### config.mk
export PLATFORM = sky130hd
export DESIGN_NAME = prog_loader
export DESIGN_NICKNAME = d
export VERILOG_FILES = /design/src/rtl/prog_loader.sv
export SDC_FILE = /design/constraint.sdc
export NUM_CORES = 1
export LEC_CHECK = 0
export ABC_AREA = 0
export CAP_MARGIN = 25
export CORE_ASPECT_RATIO = 0.7
export CORE_MARGIN = 1.5
export CORE_UTILIZATION = 44
export CTS_CLUSTER_DIAMETER = 40
export DETAILED_ROUTE_END_ITERATION = 10
export PLACE_DENSITY = 0.74
export SYNTH_ARGS = -nofsm -noshare
export SYNTH_HDL_FRONTEND = slang
export SYNTH_SLANG_ARGS = --single-unit
### constraint.sdc
create_clock -name clk -period 1.4 [get_ports clk]
set_input_delay 0.28 -clock clk [delete_from_list [all_inputs] [get_ports clk]]
set_output_delay 0.28 -clock clk [all_outputs]
set_load 0.01 [all_outputs]
### src/rtl/prog_loader.sv
// Streams a length-prefixed program into instruction memory, then releases the CPU.
// Optional XOR checksum trailer byte enabled by defining PROG_LOADER_CHECKSUM_EN.
module prog_loader #(
  parameter int unsigned ADDR_W = 4,
  parameter int unsigned DATA_W = 8
) (
  input  logic              clk,
  input  logic              rst_n,
  input  logic              in_valid,
  input  logic [DATA_W-1:0] in_data,
  output logic              in_ready,
  input  logic              load_req,
  output logic              mem_we,
  output logic [ADDR_W-1:0] mem_addr,
  output logic [DATA_W-1:0] mem_wdata,
  output logic              cpu_run,
  output logic              error
);

  localparam int unsigned        DEPTH   = 2 ** ADDR_W;
  localparam logic [DATA_W:0]    MAX_LEN = (DATA_W + 1)'(DEPTH);
  localparam logic [ADDR_W:0]    ONE     = (ADDR_W + 1)'(1);

  typedef enum logic [2:0] {
    S_WAIT_LEN,
    S_LOAD,
`ifdef PROG_LOADER_CHECKSUM_EN
    S_CHECK,
`endif
    S_RUN,
    S_ERR
  } state_t;

  state_t            state_q, state_d;
  logic [ADDR_W:0]   len_q, len_d;
  logic [ADDR_W:0]   count_q, count_d;
  logic [ADDR_W:0]   count_inc;
  logic              we_q, we_d;
  logic [ADDR_W-1:0] addr_q, addr_d;
  logic [DATA_W-1:0] wdata_q, wdata_d;
  logic              run_q, run_d;
  logic              err_q, err_d;
  logic              accept;
`ifdef PROG_LOADER_CHECKSUM_EN
  logic [DATA_W-1:0] csum_q, csum_d;
`endif

  assign count_inc = count_q + ONE;
  assign accept    = in_valid && in_ready;

  always_comb begin
    state_d = state_q;
    len_d   = len_q;
    count_d = count_q;
    we_d    = 1'b0;
    addr_d  = addr_q;
    wdata_d = wdata_q;
`ifdef PROG_LOADER_CHECKSUM_EN
    csum_d  = csum_q;
    in_ready = (state_q == S_WAIT_LEN) || (state_q == S_LOAD) || (state_q == S_CHECK);
`else
    in_ready = (state_q == S_WAIT_LEN) || (state_q == S_LOAD);
`endif

    // load_req overrides everything, including a byte accepted on the same edge
    if (load_req) begin
      state_d = S_WAIT_LEN;
      count_d = '0;
`ifdef PROG_LOADER_CHECKSUM_EN
      csum_d  = '0;
`endif
    end else begin
      case (state_q)
        S_WAIT_LEN: begin
          if (accept) begin
            if ((in_data == '0) || ({1'b0, in_data} > MAX_LEN)) begin
              state_d = S_ERR;
            end else begin
              state_d = S_LOAD;
              len_d   = in_data[ADDR_W:0];
              count_d = '0;
`ifdef PROG_LOADER_CHECKSUM_EN
              csum_d  = '0;
`endif
            end
          end
        end
        S_LOAD: begin
          if (accept) begin
            we_d    = 1'b1;
            addr_d  = count_q[ADDR_W-1:0];
            wdata_d = in_data;
            count_d = count_inc;
`ifdef PROG_LOADER_CHECKSUM_EN
            csum_d  = csum_q ^ in_data;
            if (count_inc == len_q) state_d = S_CHECK;
`else
            if (count_inc == len_q) state_d = S_RUN;
`endif
          end
        end
`ifdef PROG_LOADER_CHECKSUM_EN
        S_CHECK: begin
          if (accept) state_d = (in_data == csum_q) ? S_RUN : S_ERR;
        end
`endif
        default: ;
      endcase
    end

    run_d = (state_d == S_RUN);
    err_d = (state_d == S_ERR);
  end

  always_ff @(posedge clk or negedge rst_n) begin
    if (!rst_n) begin
      state_q <= S_WAIT_LEN;
      len_q   <= '0;
      count_q <= '0;
      we_q    <= 1'b0;
      addr_q  <= '0;
      wdata_q <= '0;
      run_q   <= 1'b0;
      err_q   <= 1'b0;
`ifdef PROG_LOADER_CHECKSUM_EN
      csum_q  <= '0;
`endif
    end else begin
      state_q <= state_d;
      len_q   <= len_d;
      count_q <= count_d;
      we_q    <= we_d;
      addr_q  <= addr_d;
      wdata_q <= wdata_d;
      run_q   <= run_d;
      err_q   <= err_d;
`ifdef PROG_LOADER_CHECKSUM_EN
      csum_q  <= csum_d;
`endif
    end
  end

  assign mem_we    = we_q;
  assign mem_addr  = addr_q;
  assign mem_wdata = wdata_q;
  assign cpu_run   = run_q;
  assign error     = err_q;

endmodule

==> metrics.cfg, run 1 <==
[outcome]
status=finished, violations left
violations=negative setup slack

[routing]
drt-pass1-iter-count=4
antenna_left=0
vias=1030
wl_per_cell_um=15.9
drt_iter0_drc=53
drc=0
drt_wl_total_um=3120
via_per_inst=5.26

[sta]
fmaxAchievable_mhz=654
relSlewSlack_pct=78.2
rsz0062_at_grt=true
fin_crit_sh_pct=109
worst_pin_slew_ns=0.323
setup_violations=15
setup_ws_ns=-0.130
final.min_clock_period_ns=1.53
finClkSkew_ns=0.00872
hold_viol_final=0
final_max_slew_viol_count=0
fin_hold_ws_ns=0.349

[synth]
synthFlopType=dfrtp_1
synth_cells=106
synth_edf_count=0
netlist_area_mm2=0.00129
async_flop_share_pct=100
avgSynthCellArea_um2=12.2
syn_nets=119
synth.distinct_cells=32
yosys_warnings=0
synth-seq-cells=28
synth-seq-area-share_pct=54.1

[layout]
post_route_cells_drive_above_1_share_pct=44.4
syn_to_final_growth_pct=52.4
fin_cells=196
antennaDiodeCount=0
final_common_cell=dfrtp_1
seq_area_um2=702
layout.nets=174
n_fill_cell=201
multi_input_comb_area_um2=694
fin_util_pct=70.4
layout_common_cells=27 x dfrtp_1, 23 x buf_4, 21 x dlygate4sd2_1

[placed_design]
port_buffers=27
dpl.hpwl_um=2140
dp_slack_ns=-0.658
dp.cells=186
gp_congestion=0.900

[floorplan]
die_h_um=48.4
rows=16
core_area_mm2=0.00280
dieArea_mm2=0.00328
die_w_um=67.8
ios=28
initial_core_util_pct=46.2

[clocking]
insertion_delay_ns=0.28
holdBufCountCts=0
cts_root_buf=clkbuf_8
cts_buffers=3
cts_sinks=28
cts_tree=done
h-tree-depth=1
clockBufferDepth=2
path_clk_slew_ns=0.10

[grt]
grt_pass1_wl_um=5130
grt_use_met1_pct=29.8
grt_max_degree=29
grt_use_total_pct=21.0
met2_usage_pct=32.5
use_met3_pct=6.51
grt_pass1_vias=1071
top_usage_layer=met2
antenna_found_initial=0
grt-ovfl-total=0

[pwr]
leakagePower_nw=0.957
peakVddDrop_uv=895
p_per_area_mw_per_mm2=1100
power_w=0.00217

[critical_path]
critical_path_class=reg2reg
crit_arrival_ns=1.74
critPathCaptureType=register
crit_fanout=5
start_kind=register
required_ns=1.61

[worst_hold_path]
min_path_type=in2async

[job]
maxCapViolCount=0

## critical path: stages, from the launching register on
cell      delay (ns)
dfrtp_2         0.47
and4bb_2        0.37
a211oi_4        0.07
or4b_1          0.47
o21ai_1         0.08
## layer usage
layer / vias up / wire length [um]
li1: 491 / -
met1: 510 / 1380
met3: 4 / 122
met4: 0 / 23
met5: - / 0
met2: 25 / 1600
## cells in the mapped netlist, drive strengths merged (2+ instances only)
library cell  instances  area (um2)
nand2                 7        28.8
and3                  2        12.5
nand3                 3        15.0
dfrtp                28         701
inv                   3        11.3
nor2                  4        15.0
xnor2                 3        26.3
xor2                  3        26.3
o21ai                 6        30.0
o211ai                2        15.0
nor3                  3        15.0
nor2b                 2        12.5
a21oi                 4        20.0
nand2b                4        25.0
mux2                 17         191
## metrics by stage
stage	area (um2)	TNS (ns)
floorplan	1330	-0.239
global placement	1780	-11.43
detailed placement	1780	-12.49
CTS	1880	-0.368
global route	1970	-2.19
finish	1970	-0.659
## worst paths after layout
check | start | to | slack, ns | cells past startpoint
max in group asynchronous | rst_n | state_q[2] | 0.89 | 2
hold reg to reg | mem_addr[1] | mem_addr[1] | 0.51 | 1
setup / recovery | state_q[2] | count_q[3] | -0.13 | 4
hold / removal | rst_n | mem_wdata[1] | 0.35 | 2
setup reg to reg | state_q[2] | count_q[3] | -0.13 | 4
min in group clk | in_data[7] | mem_wdata[7] | 0.40 | 2
## power breakdown
part	internal (W)	switching, W	total (W)
Combinational	0.000303	0.000247	0.000550
Sequential	0.000923	0.0000638	0.000987
Clock	0.000383	0.000250	0.000632
Total	0.00161	0.000561	0.00217
## kinds of logic after synthesis
family | share of synthesized area [%]
muxes | 15.6
DFF | 54.1
adders and majority gates | 0.966
and+or+nand+nor | 14.5
AOI/OAI and AO/OA | 9.18
buffers and inverters | 1.64
xor gates and xnor gates | 4.06
## flip-flops by register name, indices dropped and copies added, names as in the netlist
signal and flops:
mem_wdata 8, count_q 5, len_q 5, mem_addr 4, state_q 3, cpu_run 1
error 1, mem_we 1
## final cells by class
| type | instances | share of cell area, % |
|---|---|---|
| Sequential cell | 28 | 35.6 |
| Clock buffer | 3 | 2.09 |
| Clock inverter | 1 | 1.52 |
| Timing Repair Buffer | 52 | 22.8 |
| Multi-Input combinational cell | 73 | 35.2 |
| Tap cell | 36 | 2.28 |
| Inverter | 3 | 0.571 |
## what timing repair did
action                     in CTS  in global routing
pin swaps                      11                 10
setup endpoints to repair      42                 26
gates resized for setup        33                 19
buffers inserted                3                  3
hold endpoints to repair        0                  0
Note: power is estimated with default switching activity, not from simulation.
==> run 2, diff against run 1 <==
==> constraint.sdc (replaced) <==
create_clock -name clk -period 1.4 [get_ports clk]
set_input_delay 0.28 -clock clk [delete_from_list [all_inputs] [get_ports clk]]
set_output_delay 0.28 -clock clk [all_outputs]
set_load 0.05 [all_outputs]
==> run 2 against run 1 <==
The flow still finishes with violations (negative setup slack). Sequential power up 6%. Routed wire length up 26%. First-iteration DRC count up 30%. Count of clock-buffer cells in the layout up 1. Worst setup slack worse by 0.084 ns.
==> metrics.cfg, run 2 (synthesis results as in run 1) <==
[clocking]
path_clk_slew_ns=0.09
cts_sinks=28
clockBufferDepth=2
h-tree-depth=1
cts_buffers=3
holdBufCountCts=0
insertion_delay_ns=0.28
cts_root_buf=clkbuf_8
cts_tree=done

[floorplan]
die_h_um=48.4
initial_core_util_pct=46.2
dieArea_mm2=0.00328
die_w_um=67.8
core_area_mm2=0.00280
rows=16
ios=28

[critical_path]
crit_path_cell_trace=nand2b_1 > nand2b_1 > a311oi_2 > o211ai_1 > o211ai_1
slowest_stage=dfrtp_1
r2r-start=len_q[2]
crit_path_start=len_q[2]
start_kind=register
critPathMaxStageDelay_ns=0.40
crit_arrival_ns=1.81
crit_fanout=2
critPathTopFamily=compound AO/OA/AOI/OAI gates
required_ns=1.59
cp_num_buf_inv=0
critPathCaptureType=register
critical_path_class=reg2reg

[grt]
grt_max_degree=29
grt_pass1_vias=1136
grt_pass1_wl_um=5660
grt_use_total_pct=23.1
antenna_found_initial=0
grt-ovfl-total=0

[sta]
fmaxAchievable_mhz=620
rsz0062_at_grt=true
hold_viol_final=0
setup_ws_ns=-0.214
final.min_clock_period_ns=1.61
worst_pin_slew_ns=0.400
finClkSkew_ns=0.00284
relSlewSlack_pct=73.3
final_max_slew_viol_count=0
setup_violations=14
fin_crit_sh_pct=115

[routing]
wl_per_cell_um=20.1
vias=1154
drt_iter0_drc=69
drt_wl_total_um=3950
drc=0
drt-pass1-iter-count=4
antenna_left=0
via_per_inst=5.89

[layout]
layout.nets=174
layout_common_cells=27 x dfrtp_1, 20 x buf_4, 17 x mux2_2, 17 x buf_12, 6 x dlygate4sd2_1
largest_reg_flops=8
fin_cells=196
syn_to_final_growth_pct=65.1
fin_util_pct=76.3
post_route_cells_drive_above_1_share_pct=55.6
final_common_cell=dfrtp_1
antennaDiodeCount=0

[pwr]
leakagePower_nw=0.975
p_per_area_mw_per_mm2=1250
peakVddDrop_uv=1370

[outcome]
violations=negative setup slack
status=finished, violations left

[placed_design]
dp.cells=186
gp_congestion=0.926
dpl.hpwl_um=2250
port_buffers=27
dp_slack_ns=-0.753

[job]
maxCapViolCount=0

[worst_hold_path]
min_path_type=in2async

-- run 2: worst paths after layout --
path | endpoint | slack (ns) | cells after the start
setup / recovery | state_q[1] | -0.21 | 5
hold / removal | mem_addr[1] | 0.35 | 2
setup reg to reg | state_q[1] | -0.21 | 5
hold reg to reg | len_q[3] | 0.58 | 1
max in group asynchronous | state_q[2] | 0.89 | 2
min in group clk | mem_wdata[5] | 0.44 | 2
-- run 2: final cells by class --
| type | instances | area (um2) |
|---|---|---|
| Sequential cell | 28 | 702 |
| Inverter | 3 | 11.3 |
| Multi-Input combinational cell | 74 | 696 |
| Tap cell | 36 | 45.0 |
| Clock buffer | 4 | 55.1 |
| Fill cell | 164 | 664 |
| Timing Repair Buffer | 51 | 629 |
-- run 2: report_power, final --
group,switching (W),internal (W)
Clock,0.000249,0.000252
Sequential,0.000124,0.000924
Combinational,0.000560,0.000560
Total,0.000932,0.00174
-- run 2: timing repair --
action / in CTS / in global routing
pin swaps: 14 / 10
gates cloned: 1 / 0
buffers inserted: 3 / 2
endpoints found under the hold margin: 0 / 0
gates resized for setup: 24 / 18
endpoints found under the setup margin: 27 / 26
-- run 2: per-stage QoR --
stage	instance area [um2]	TNS, ns	power (W)	hold WS [ns]
3_3_place_gp	1930	-12.25	0.00208	0.514
4_1_cts	2050	-0.204	0.00261	0.365
2_1_floorplan	1310	-2.59	0.00151	-0.0156
6_report	2140	-1.67	0.00267	0.351
3_5_place_dp	1930	-13.78	0.00210	0.524
5_1_grt	2140	-2.44	0.00276	0.354
-- run 2: worst reg2reg max path: stages (launching register included) --
cell and delay, ns:
dfrtp_1 0.40, nand2b_1 0.18, nand2b_1 0.17, a311oi_2 0.38
o211ai_1 0.23, o211ai_1 0.16
-- run 2: per-layer routing --
metal | share of wire [%] | track usage (%)
met1 | 39 | 29.9
met2 | 51 | 37.7
met3 | 6.2 | 6.74
met4 | 4.3 | 6.67
met5 | 0 | 0
==> run 3, diff against run 2 <==
==> constraint.sdc (replaced) <==
create_clock -name clk -period 1.4 [get_ports clk]
set_input_delay 0.42 -clock clk [delete_from_list [all_inputs] [get_ports clk]]
set_output_delay 0.42 -clock clk [all_outputs]
set_load 0.05 [all_outputs]
==> run 3 against run 2 <==
The flow still finishes with violations (negative setup slack). Maximum frequency increased by 7.6%. Highest routed layer unchanged. Sequential cell count is the same. Sequential power hardly changed. Global-route usage fell by 1.4 points. Combinational power is essentially flat. Total power rose by 3.5%. Core utilization is 0.49 points higher. Clock power is 24% higher. Die area stayed put.
==> metrics.cfg, run 3 (synthesis results as in run 1) <==
[job]
maxCapViolCount=0

[clocking]
cts_tree=done
clockBufferDepth=2
path_clk_slew_ns=0.09
insertion_delay_ns=0.27
cts_sinks=28
h-tree-depth=1
cts_buffers=3
cts_root_buf=clkbuf_8

[outcome]
violations=negative setup slack
status=finished, violations left

[grt]
grt_pass1_vias=1108
antenna_found_initial=0
grt_use_total_pct=21.7
grt_pass1_wl_um=5300
grt_max_degree=29
grt-ovfl-total=0

[critical_path]
crit_arrival_ns=1.70
r2r-end=count_q[3]
r2r_cells=4
critical_path_class=reg2reg
required_ns=1.60
crit_fanout=5
start_kind=register
critPathCaptureType=register
r2r-start=state_q[2]
r2r_slack_ns=-0.10

[routing]
drc=0
antenna_left=0
drt_wl_total_um=3040
drt-pass1-iter-count=4
via_per_inst=5.15
wl_per_cell_um=15.4
drt_iter0_drc=18
vias=1015

[sta]
setup_ws_ns=-0.100
final_max_slew_viol_count=0
hold_viol_final=0
finClkSkew_ns=0.00731
rsz0062_at_grt=true
final.min_clock_period_ns=1.50
fin_crit_sh_pct=107
fmaxAchievable_mhz=667
relSlewSlack_pct=80.3
setup_violations=13
worst_pin_slew_ns=0.292

[pwr]
p_clk_share_pct=22.5
leakagePower_nw=0.984
p_sw_share_pct=32.1
peakVddDrop_uv=1060
p_int_w=0.00187
seqPwrFrac_pct=37.7
p_switching_w=0.000887
p_per_area_mw_per_mm2=1280
combPwrFrac_pct=39.7

[floorplan]
die_h_um=48.4
ios=28
core_area_mm2=0.00280
initial_core_util_pct=46.2
rows=16
dieArea_mm2=0.00328
die_w_um=67.8

[layout]
layout.nets=175
syn_to_final_growth_pct=66.2
final_common_cell=dfrtp_1
layout_common_cells=26 x dfrtp_1, 22 x buf_4, 17 x buf_12
fin_cells=197
antennaDiodeCount=0
largest_reg_flops=8
post_route_cells_drive_above_1_share_pct=58.4

[placed_design]
dp.cells=187
gp_congestion=0.896
dp_slack_ns=-0.814
dpl.hpwl_um=2080
port_buffers=27

[worst_hold_path]
min_path_type=in2reg
hold_end=mem_wdata[6]
hold_depth=2
hp-start=in_data[6]

[run 3: cell types whose count changed in the layout (fill, tap and decap cells not counted), sizes merged]
| cell | before | now |
|---|---|---|
| buf | 40 | 46 |
| bufinv | 0 | 1 |
| clkbuf | 4 | 3 |
| clkdlybuf4s50 | 2 | 1 |
| dlygate4sd2 | 6 | 3 |
| nand2 | 8 | 7 |
[run 3: worst max-delay path, stage by stage (launching register included)]
cell	delay (ns)
dfrtp_2	0.46
and4bb_2	0.36
a211oi_4	0.05
or4b_1	0.47
o21ai_1	0.08
[run 3: stage by stage]
stage          hold slack [ns]  TNS (ns)  total power [W]  utilization [%]  area [um2]
2_1_floorplan            0.124     -4.12          0.00151                -        1320
3_3_place_gp             0.492    -15.74          0.00208             69.3        1940
3_5_place_dp             0.506    -16.72          0.00210             69.3        1940
4_1_cts                  0.420    -0.637          0.00275             74.5        2090
5_1_grt                  0.422     -1.50          0.00287             76.8        2150
6_report                 0.435    -0.678          0.00276             76.8        2150
[run 3: how the worst max path moves through the flow]
stage               startpoint         end  slack [ns]  cells past startpoint
finish              state_q[2]  count_q[3]       -0.10                      4
global route        count_q[1]  state_q[1]       -0.16                      6
CTS                 state_q[2]  count_q[3]       -0.14                      4
detailed placement  in_data[0]    len_q[3]       -0.81                      5
global placement    in_data[0]    len_q[2]       -0.74                      5
floorplan           state_q[2]  count_q[3]       -0.31                      5
[run 3: what timing repair did]
item	4_1_cts	5_1_grt
pin swaps	22	8
setup endpoints to repair	28	27
hold buffers	0	0
gates resized for setup	45	13
buffers inserted	6	0
gates cloned	0	0
[run 3: power by group through the flow]
| stage | registers, W | clock network, W | logic [W] |
|---|---|---|---|
| 2_1_floorplan | 0.00131 | 0 | 0.000197 |
| 3_3_place_gp | 0.00105 | 0 | 0.00104 |
| 3_5_place_dp | 0.00105 | 0 | 0.00105 |
| 4_1_cts | 0.00104 | 0.000638 | 0.00108 |
| 5_1_grt | 0.00105 | 0.000673 | 0.00114 |
| 6_report | 0.00104 | 0.000622 | 0.00110 |
[run 3: final cells by class]
| class | count | area [um2] |
|---|---|---|
| sequential | 28 | 703 |
| multi-input combinational | 73 | 681 |
| fill | 164 | 651 |
| timing repair buffer | 53 | 641 |
| tap | 36 | 45.0 |
| clock buffer | 3 | 41.3 |
| clock inverter | 1 | 30.0 |
| inverter | 3 | 11.3 |
[run 3: layer usage]
layer	up-vias	share of wire, %	track usage (%)
li1	491	-	-
met1	488	44	29.5
met2	32	50	33.5
met3	4	5.8	7.67
met4	0	0.89	5.00
met5	-	0	0
